==> config.mk <==
export PLATFORM = sky130hd
export DESIGN_NAME = alu_mc
export DESIGN_NICKNAME = d
export VERILOG_FILES = /design/src/rtl/alu_mc.sv
export SDC_FILE = /design/constraint.sdc
export NUM_CORES = 1
export LEC_CHECK = 0
export BUFFER_PORTS_ARGS = -buffer_cell sky130_fd_sc_hd__buf_2
export CAP_MARGIN = 20
export CORE_UTILIZATION = 40
export DETAILED_ROUTE_END_ITERATION = 8
export SLEW_MARGIN = 20
export SYNTH_ARGS = -nofsm -noshare
export SYNTH_HDL_FRONTEND = slang
export SYNTH_SLANG_ARGS = --single-unit
==> constraint.sdc <==
create_clock -name clk -period 4.51 [get_ports clk]
set_clock_uncertainty 0.2 [all_clocks]
set_input_delay 0.451 -clock clk [delete_from_list [all_inputs] [get_ports clk]]
set_output_delay 0.451 -clock clk [all_outputs]
set_load 0.005 [all_outputs]
==> src/rtl/alu_mc.sv <==
// Multi-cycle ALU with a valid/ready handshake on both sides.
// Shifts move one bit per cycle and MUL is an iterative shift-add; every other opcode completes in one cycle.
module alu_mc #(
    parameter int WIDTH     = 16,
    parameter int IMM_WIDTH = 8
) (
    input  logic                 clk,
    input  logic                 rst_n,
    input  logic                 in_valid,
    output logic                 in_ready,
    input  logic [3:0]           opcode,
    input  logic                 opcode_mode,
    input  logic [IMM_WIDTH-1:0] immediate,
    input  logic [WIDTH-1:0]     pc,
    input  logic [WIDTH-1:0]     rA,
    input  logic [WIDTH-1:0]     rB,
    output logic                 out_valid,
    input  logic                 out_ready,
    output logic [WIDTH-1:0]     out,
    output logic                 write_rD,
    output logic                 write_pc,
    output logic [1:0]           memory_mode,
    output logic [3:0]           flags
);
    localparam int SW = $clog2(WIDTH);
    localparam int CW = SW + 1;

    localparam logic [3:0] OP_ADD   = 4'h0;
    localparam logic [3:0] OP_SUB   = 4'h1;
    localparam logic [3:0] OP_OR    = 4'h2;
    localparam logic [3:0] OP_AND   = 4'h3;
    localparam logic [3:0] OP_XOR   = 4'h4;
    localparam logic [3:0] OP_NOT   = 4'h5;
    localparam logic [3:0] OP_READ  = 4'h6;
    localparam logic [3:0] OP_WRITE = 4'h7;
    localparam logic [3:0] OP_LOAD  = 4'h8;
    localparam logic [3:0] OP_CMP   = 4'h9;
    localparam logic [3:0] OP_SHL   = 4'hA;
    localparam logic [3:0] OP_SHR   = 4'hB;
    localparam logic [3:0] OP_JMP   = 4'hC;
    localparam logic [3:0] OP_JMPC  = 4'hD;
    localparam logic [3:0] OP_MUL   = 4'hE;
    localparam logic [3:0] OP_NOP   = 4'hF;

    typedef enum logic [1:0] {
        ST_IDLE = 2'b00,
        ST_BUSY = 2'b01,
        ST_DONE = 2'b10
    } state_t;

    state_t            state_r;
    logic [WIDTH-1:0]  acc_r;
    logic [WIDTH-1:0]  mcand_r;
    logic [WIDTH-1:0]  mplier_r;
    logic [CW-1:0]     cnt_r;
    logic [3:0]        op_r;
    logic              mode_r;
    logic              in_ready_r;
    logic              out_valid_r;
    logic [WIDTH-1:0]  out_r;
    logic              write_rd_r;
    logic              write_pc_r;
    logic [1:0]        memory_mode_r;
    logic [3:0]        flags_r;

    logic [WIDTH:0]    add_s;
    logic [WIDTH:0]    sub_s;
    logic [WIDTH-1:0]  imm_ext_s;
    logic [WIDTH-1:0]  res_s;
    logic [3:0]        res_flags_s;
    logic              upd_flags_s;
    logic              multi_s;
    logic              wr_rd_s;
    logic              wr_pc_s;
    logic [1:0]        mem_s;
    logic [SW-1:0]     k_s;
    logic [WIDTH-1:0]  step_s;

    // Signed overflow for a +/- b given the result sign; b_sign is already inverted for subtraction.
    function automatic logic ovf(input logic a_sign, input logic b_sign, input logic r_sign);
        return (a_sign == b_sign) && (r_sign != a_sign);
    endfunction

    assign in_ready    = in_ready_r;
    assign out_valid   = out_valid_r;
    assign out         = out_r;
    assign write_rD    = write_rd_r;
    assign write_pc    = write_pc_r;
    assign memory_mode = memory_mode_r;
    assign flags       = flags_r;

    // Single-cycle result, qualifiers and flags computed from the presented operands.
    always_comb begin
        add_s       = {1'b0, rA} + {1'b0, rB};
        sub_s       = {1'b0, rA} - {1'b0, rB};
        imm_ext_s   = opcode_mode ? WIDTH'(immediate) : WIDTH'($signed(immediate));
        k_s         = rB[SW-1:0];
        res_s       = {WIDTH{1'b0}};
        res_flags_s = 4'b0000;
        upd_flags_s = 1'b0;
        multi_s     = 1'b0;
        wr_rd_s     = 1'b1;
        wr_pc_s     = 1'b0;
        mem_s       = 2'b00;
        case (opcode)
            OP_ADD: begin
                res_s       = add_s[WIDTH-1:0];
                upd_flags_s = 1'b1;
                res_flags_s = {add_s[WIDTH-1], (add_s[WIDTH-1:0] == {WIDTH{1'b0}}), add_s[WIDTH],
                               ovf(rA[WIDTH-1], rB[WIDTH-1], add_s[WIDTH-1])};
            end
            OP_SUB, OP_CMP: begin
                upd_flags_s = 1'b1;
                res_flags_s = {sub_s[WIDTH-1], (sub_s[WIDTH-1:0] == {WIDTH{1'b0}}), ~sub_s[WIDTH],
                               ovf(rA[WIDTH-1], ~rB[WIDTH-1], sub_s[WIDTH-1])};
                if (opcode == OP_SUB) begin
                    res_s = sub_s[WIDTH-1:0];
                end else if (opcode_mode ? (rA > rB) : ($signed(rA) > $signed(rB))) begin
                    res_s = {WIDTH{1'b1}};
                end else if (rA != rB) begin
                    res_s = {{(WIDTH-1){1'b0}}, 1'b1};
                end else begin
                    res_s = {WIDTH{1'b0}};
                end
            end
            OP_OR:    res_s = rA | rB;
            OP_AND:   res_s = rA & rB;
            OP_XOR:   res_s = rA ^ rB;
            OP_NOT:   res_s = ~rA;
            OP_READ: begin
                res_s = rA;
                mem_s = 2'b01;
            end
            OP_WRITE: begin
                res_s   = rA;
                mem_s   = 2'b10;
                wr_rd_s = 1'b0;
            end
            OP_LOAD:  res_s = opcode_mode ? WIDTH'(immediate) : (WIDTH'(immediate) << (WIDTH - IMM_WIDTH));
            OP_SHL, OP_SHR: begin
                res_s   = rA;
                multi_s = (k_s != {SW{1'b0}});
            end
            OP_JMP, OP_JMPC: begin
                res_s   = pc + imm_ext_s;
                wr_rd_s = 1'b0;
                wr_pc_s = (opcode == OP_JMP) ? 1'b1 : (rA == rB);
            end
            OP_MUL:   multi_s = 1'b1;
            OP_NOP:   wr_rd_s = 1'b0;
            default: begin
                res_s   = {WIDTH{1'b0}};
                wr_rd_s = 1'b0;
            end
        endcase
    end

    // One iteration of the multi-cycle datapath: a single-bit shift or one shift-add step.
    always_comb begin
        step_s = acc_r;
        case (op_r)
            OP_SHL:  step_s = acc_r << 1;
            OP_SHR:  step_s = mode_r ? (acc_r >> 1) : {acc_r[WIDTH-1], acc_r[WIDTH-1:1]};
            OP_MUL:  step_s = mplier_r[0] ? (acc_r + mcand_r) : acc_r;
            default: step_s = acc_r;
        endcase
    end

    // Control FSM with registered handshake, result, qualifiers and status flags.
    always_ff @(posedge clk or negedge rst_n) begin
        if (!rst_n) begin
            state_r       <= ST_IDLE;
            acc_r         <= {WIDTH{1'b0}};
            mcand_r       <= {WIDTH{1'b0}};
            mplier_r      <= {WIDTH{1'b0}};
            cnt_r         <= {CW{1'b0}};
            op_r          <= 4'h0;
            mode_r        <= 1'b0;
            in_ready_r    <= 1'b1;
            out_valid_r   <= 1'b0;
            out_r         <= {WIDTH{1'b0}};
            write_rd_r    <= 1'b0;
            write_pc_r    <= 1'b0;
            memory_mode_r <= 2'b00;
            flags_r       <= 4'b0000;
        end else begin
            case (state_r)
                ST_IDLE: begin
                    if (in_valid) begin
                        op_r          <= opcode;
                        mode_r        <= opcode_mode;
                        write_rd_r    <= wr_rd_s;
                        write_pc_r    <= wr_pc_s;
                        memory_mode_r <= mem_s;
                        in_ready_r    <= 1'b0;
                        if (multi_s) begin
                            state_r  <= ST_BUSY;
                            acc_r    <= (opcode == OP_MUL) ? {WIDTH{1'b0}} : rA;
                            mcand_r  <= rA;
                            mplier_r <= rB;
                            cnt_r    <= (opcode == OP_MUL) ? CW'(WIDTH) : CW'(k_s);
                        end else begin
                            state_r     <= ST_DONE;
                            out_r       <= res_s;
                            out_valid_r <= 1'b1;
                            if (upd_flags_s) begin
                                flags_r <= res_flags_s;
                            end
                        end
                    end
                end
                ST_BUSY: begin
                    acc_r    <= step_s;
                    mcand_r  <= mcand_r << 1;
                    mplier_r <= mplier_r >> 1;
                    cnt_r    <= cnt_r - CW'(1);
                    if (cnt_r == CW'(1)) begin
                        state_r     <= ST_DONE;
                        out_r       <= step_s;
                        out_valid_r <= 1'b1;
                    end
                end
                ST_DONE: begin
                    if (out_ready) begin
                        state_r     <= ST_IDLE;
                        out_valid_r <= 1'b0;
                        in_ready_r  <= 1'b1;
                    end
                end
                default: begin
                    state_r     <= ST_IDLE;
                    out_valid_r <= 1'b0;
                    in_ready_r  <= 1'b1;
                end
            endcase
        end
    end
endmodule

==> run summary <==
Antenna diode count: 0. Worst-case register-to-register setup slack: 1.35 ns. Slowest cell on the critical path: a211oi_1. The synthesized design contains 0 enable-type register cells. The number of placed instances, taps included, is 1,474. Ranked by instance count, the synthesized netlist is headed by nand2_1 (147), nor2_1 (125), dfrtp_1 (85). In the routed design, unresolved DRC markers number 0. The tool flagged a number of max-cap violations equal to 0. STA classifies the critical path startpoint as an input port. The number of global-route vias before repair is 8,444, and the total routed wirelength is 32,000 µm. The synthesized netlist net count was 1,304. The average size of a mapped cell works out to 7.62 µm². The final reports fail on negative hold slack. After detailed routing, the average wire length per cell comes to 21.5 µm. The floorplan has 53 rows. In this run the worst path has a maximum fanout of 14.

The largest single stage delay on the critical path is 0.56 ns. The critical path data arrival time is 3.53 ns. The floorplan step defined a die boundary enclosing 0.0226 mm².

The ratio of final minimum period to clock period was 0.769. The critical path buffer and inverter count is 2, and the worst hold slack is -0.0331 ns. Clock-pin slew was measured on the worst setup and hold paths at 0.07 ns. The logs give 9 for the CTS buffer count and 0 for the number of antenna violations at the first check in global routing.

The min-delay analysis places its worst path in the category input port to asynchronous set/reset pin. Share of synthesized registers carrying an async set or reset: 1.00. The signed area change from the synthesized netlist to the final layout was 11.3%.

Most common cell in the netlist: nand2_1. The run gives 1,359 as the number of nets in the final layout. The highest clock rate is 288 MHz.

The area of the multi-input gates was 0.00614 mm². In this run the post-CTS setup repair buffer count came out at 0. In the routed layout, each cell is associated on average with a via count of 5.98. The dominant cell type by area after synthesis was dfrtp_1. All-layer global routing usage: 0.291. The tools report the level count of the clock H-tree as 3.

The initial core utilization came out at 0.414. Counting the fill cells in the layout gives 2,245. The flow ran to the end, but the final reports show violations.

Largest buffer count on any clock path: 2. Kind of end point of the critical path: a flop. In this run, the number of DRC markers left after iteration 0 of detailed routing was 742. From bottom edge to top edge, the die measures 150 µm. Setup repair after global routing left no endpoint under its margin. The worst IR drop on VDD is 191 µV, and the transition time at the pin with the least slew margin is 0.872 ns. Subtracting the final worst setup slack from the clock period gives 3.47 ns. Entering global routing, the biggest net connects 90 pins. Yosys printed 0 warnings. Synthesis produced 1,155 cells. The first global-routing pass estimated 49,200 µm of wire. The worst relative slew slack is 0.417, and the sum of negative setup slack is 0 ns. Counting flops and latches in the post-synthesis netlist gives 86. The tools report the number of hold buffers added after CTS as 0. Detailed placement ended at an HPWL of 24,900 µm. The cell sitting at the root of the clock tree is a clkbuf_16. For the area inside the core boundary, the log shows 0.0213 mm². STA puts the critical path data required time at 4.57 ns. The number of gates resized after cts was 0; the overflow left after global routing was 0. The final route contains 8,915 vias. The tools report the routability congestion estimate as 0.991.

TritonCTS built the clock tree. The overall die width was 150 µm; the total power density per cell area was 510 mW/mm². The start-to-end type of the worst setup path is input port to flop. The tools report the portion of the post-synthesis area used by sequential elements as 0.245. During I/O placement, the number of pins put on the boundary was 91. Setup violations remaining at the end of the flow were counted as 0.

The filler-free cell count of the finished design was 1,490; the ratio of cells with drive above 1 in the final layout was 0.128. The leakage power was 4.26 nW. The signal on the critical path passes through buf_2, inv_1, ha_1, nor4_4, nand2_1, nor3_1, o21ai_0, o21ai_1, nor2_4, a211oi_1, o211ai_1, o21a_1. Fraction of post-synthesis cell area in the top cell type by area: 0.242. The tools report the number of clock sinks as 86. Total count of hold-check failures in the final report: 56.

The top flip-flop cell by instance count after synthesis is dfrtp_1. In this run the remaining antenna-violating nets after routing total 0. The family with the most delay on the worst path was compound AO/OA/AOI/OAI gates. The number of port buffers came out at 90.

For the worst-skew pair, the clock arrives at the later sink with an insertion delay of 0.36 ns. Across the whole layout, storage elements account for 0.00215 mm². In this run the cell area of the synthesized design comes to 0.00880 mm². The first TritonRoute pass finished after 5 iterations. The final-report max-slew violation count is 0, and the unique cell type count in the Yosys netlist is 80. After synthesis, the cell types taking the most area are dfrtp_1 (24%), ha_1 (11%), nand2_1 (6.3%).
==> routing by layer <==
metal	global-route usage	wire, µm	vias to the layer above
met3	0.0415	2220	74
met4	0.134	1290	0
met1	0.377	13600	4189
met5	0	0	-
li1	-	-	4300
met2	0.477	14900	352
==> state kept, by name, summed over array words and instances (netlist names) <==
register	cells
memory_mode	2
in_ready	1
acc_r	16
state_r	2
mcand_r	16
write_pc	1
mplier_r	16
out_valid	1
flags	4
op_r	4
write_rD	1
cnt_r	5
out	16
mode_r	1
==> final timing paths <==
kind | startpoint | end | cells past startpoint
worst max-delay path | rA[9] | out[6]$_DFFE_PN0P_ | 12
worst min-delay path | rst_n | out[0]$_DFFE_PN0P_ | 1
worst max register to register | acc_r[0]$_DFFE_PN0P_ | out[12]$_DFFE_PN0P_ | 12
worst min register to register | out_valid$_DFFE_PN0P_ | out_valid$_DFFE_PN0P_ | 1
max in group asynchronous | rst_n | acc_r[11]$_DFFE_PN0P_ | 2
min in group clk | rB[5] | mplier_r[5]$_DFFE_PN0P_ | 3
==> power breakdown <==
group,switching [mW],internal [mW],leakage (nW)
Clock,0.382,0.381,0.135
Sequential,0.336,1.12,0.974
Combinational,1.66,1.11,3.15
==> stage by stage <==
| step | total power, mW | utilization | worst slack [ns] | area [µm²] |
|---|---|---|---|---|
| after floorplan | 3.38 | - | 1.41 | 8800 |
| after global placement | 4.18 | 0.447 | 0.762 | 9510 |
| after detailed placement | 4.22 | 0.447 | 0.775 | 9510 |
| after CTS | 4.99 | 0.460 | 1.14 | 9800 |
| after global routing | 5.40 | 0.460 | 0.848 | 9800 |
| final | 4.99 | 0.460 | 1.04 | 9800 |
==> kinds of logic (layout without fill, tap and decap cells) <==
group	count (synthesis)	in the layout	share of synthesized area
AOI/OAI and AO/OA	379	379	0.289
xor gates and xnor gates	48	48	0.0478
adders and majority gates	84	84	0.123
buffers and inverters	135	195	0.0630
DFF	86	86	0.245
muxes	21	21	0.0243
and+or+nand+nor	402	402	0.208
==> cell usage in the layout, fill, tap and decap left out, drive strengths merged, types with 11 or more instances in the layout <==
cell    instances
a31oi          65
dfrtp          85
mux2i          18
o211ai         19
nor4           11
a21o           13
xor2           21
a211oi         20
o21a           16
ha             80
nor2          126
xnor2          27
nand3          24
a221oi         12
o31ai          11
nor3           26
a21oi          76
buf           111
inv            70
a22oi          13
nand2b         17
o21ai          66
nand4          11
nor2b          13
nand2         147
==> area by class of cell <==
cell class                 count  area share
clock buffer                   9      0.0230
clock inverter                 7     0.00600
multi-input combinational    934       0.626
inverter                      68      0.0261
tap                          275      0.0351
timing repair buffer         111      0.0636
sequential                    86       0.220
Power figures use the tool's default switching activity.
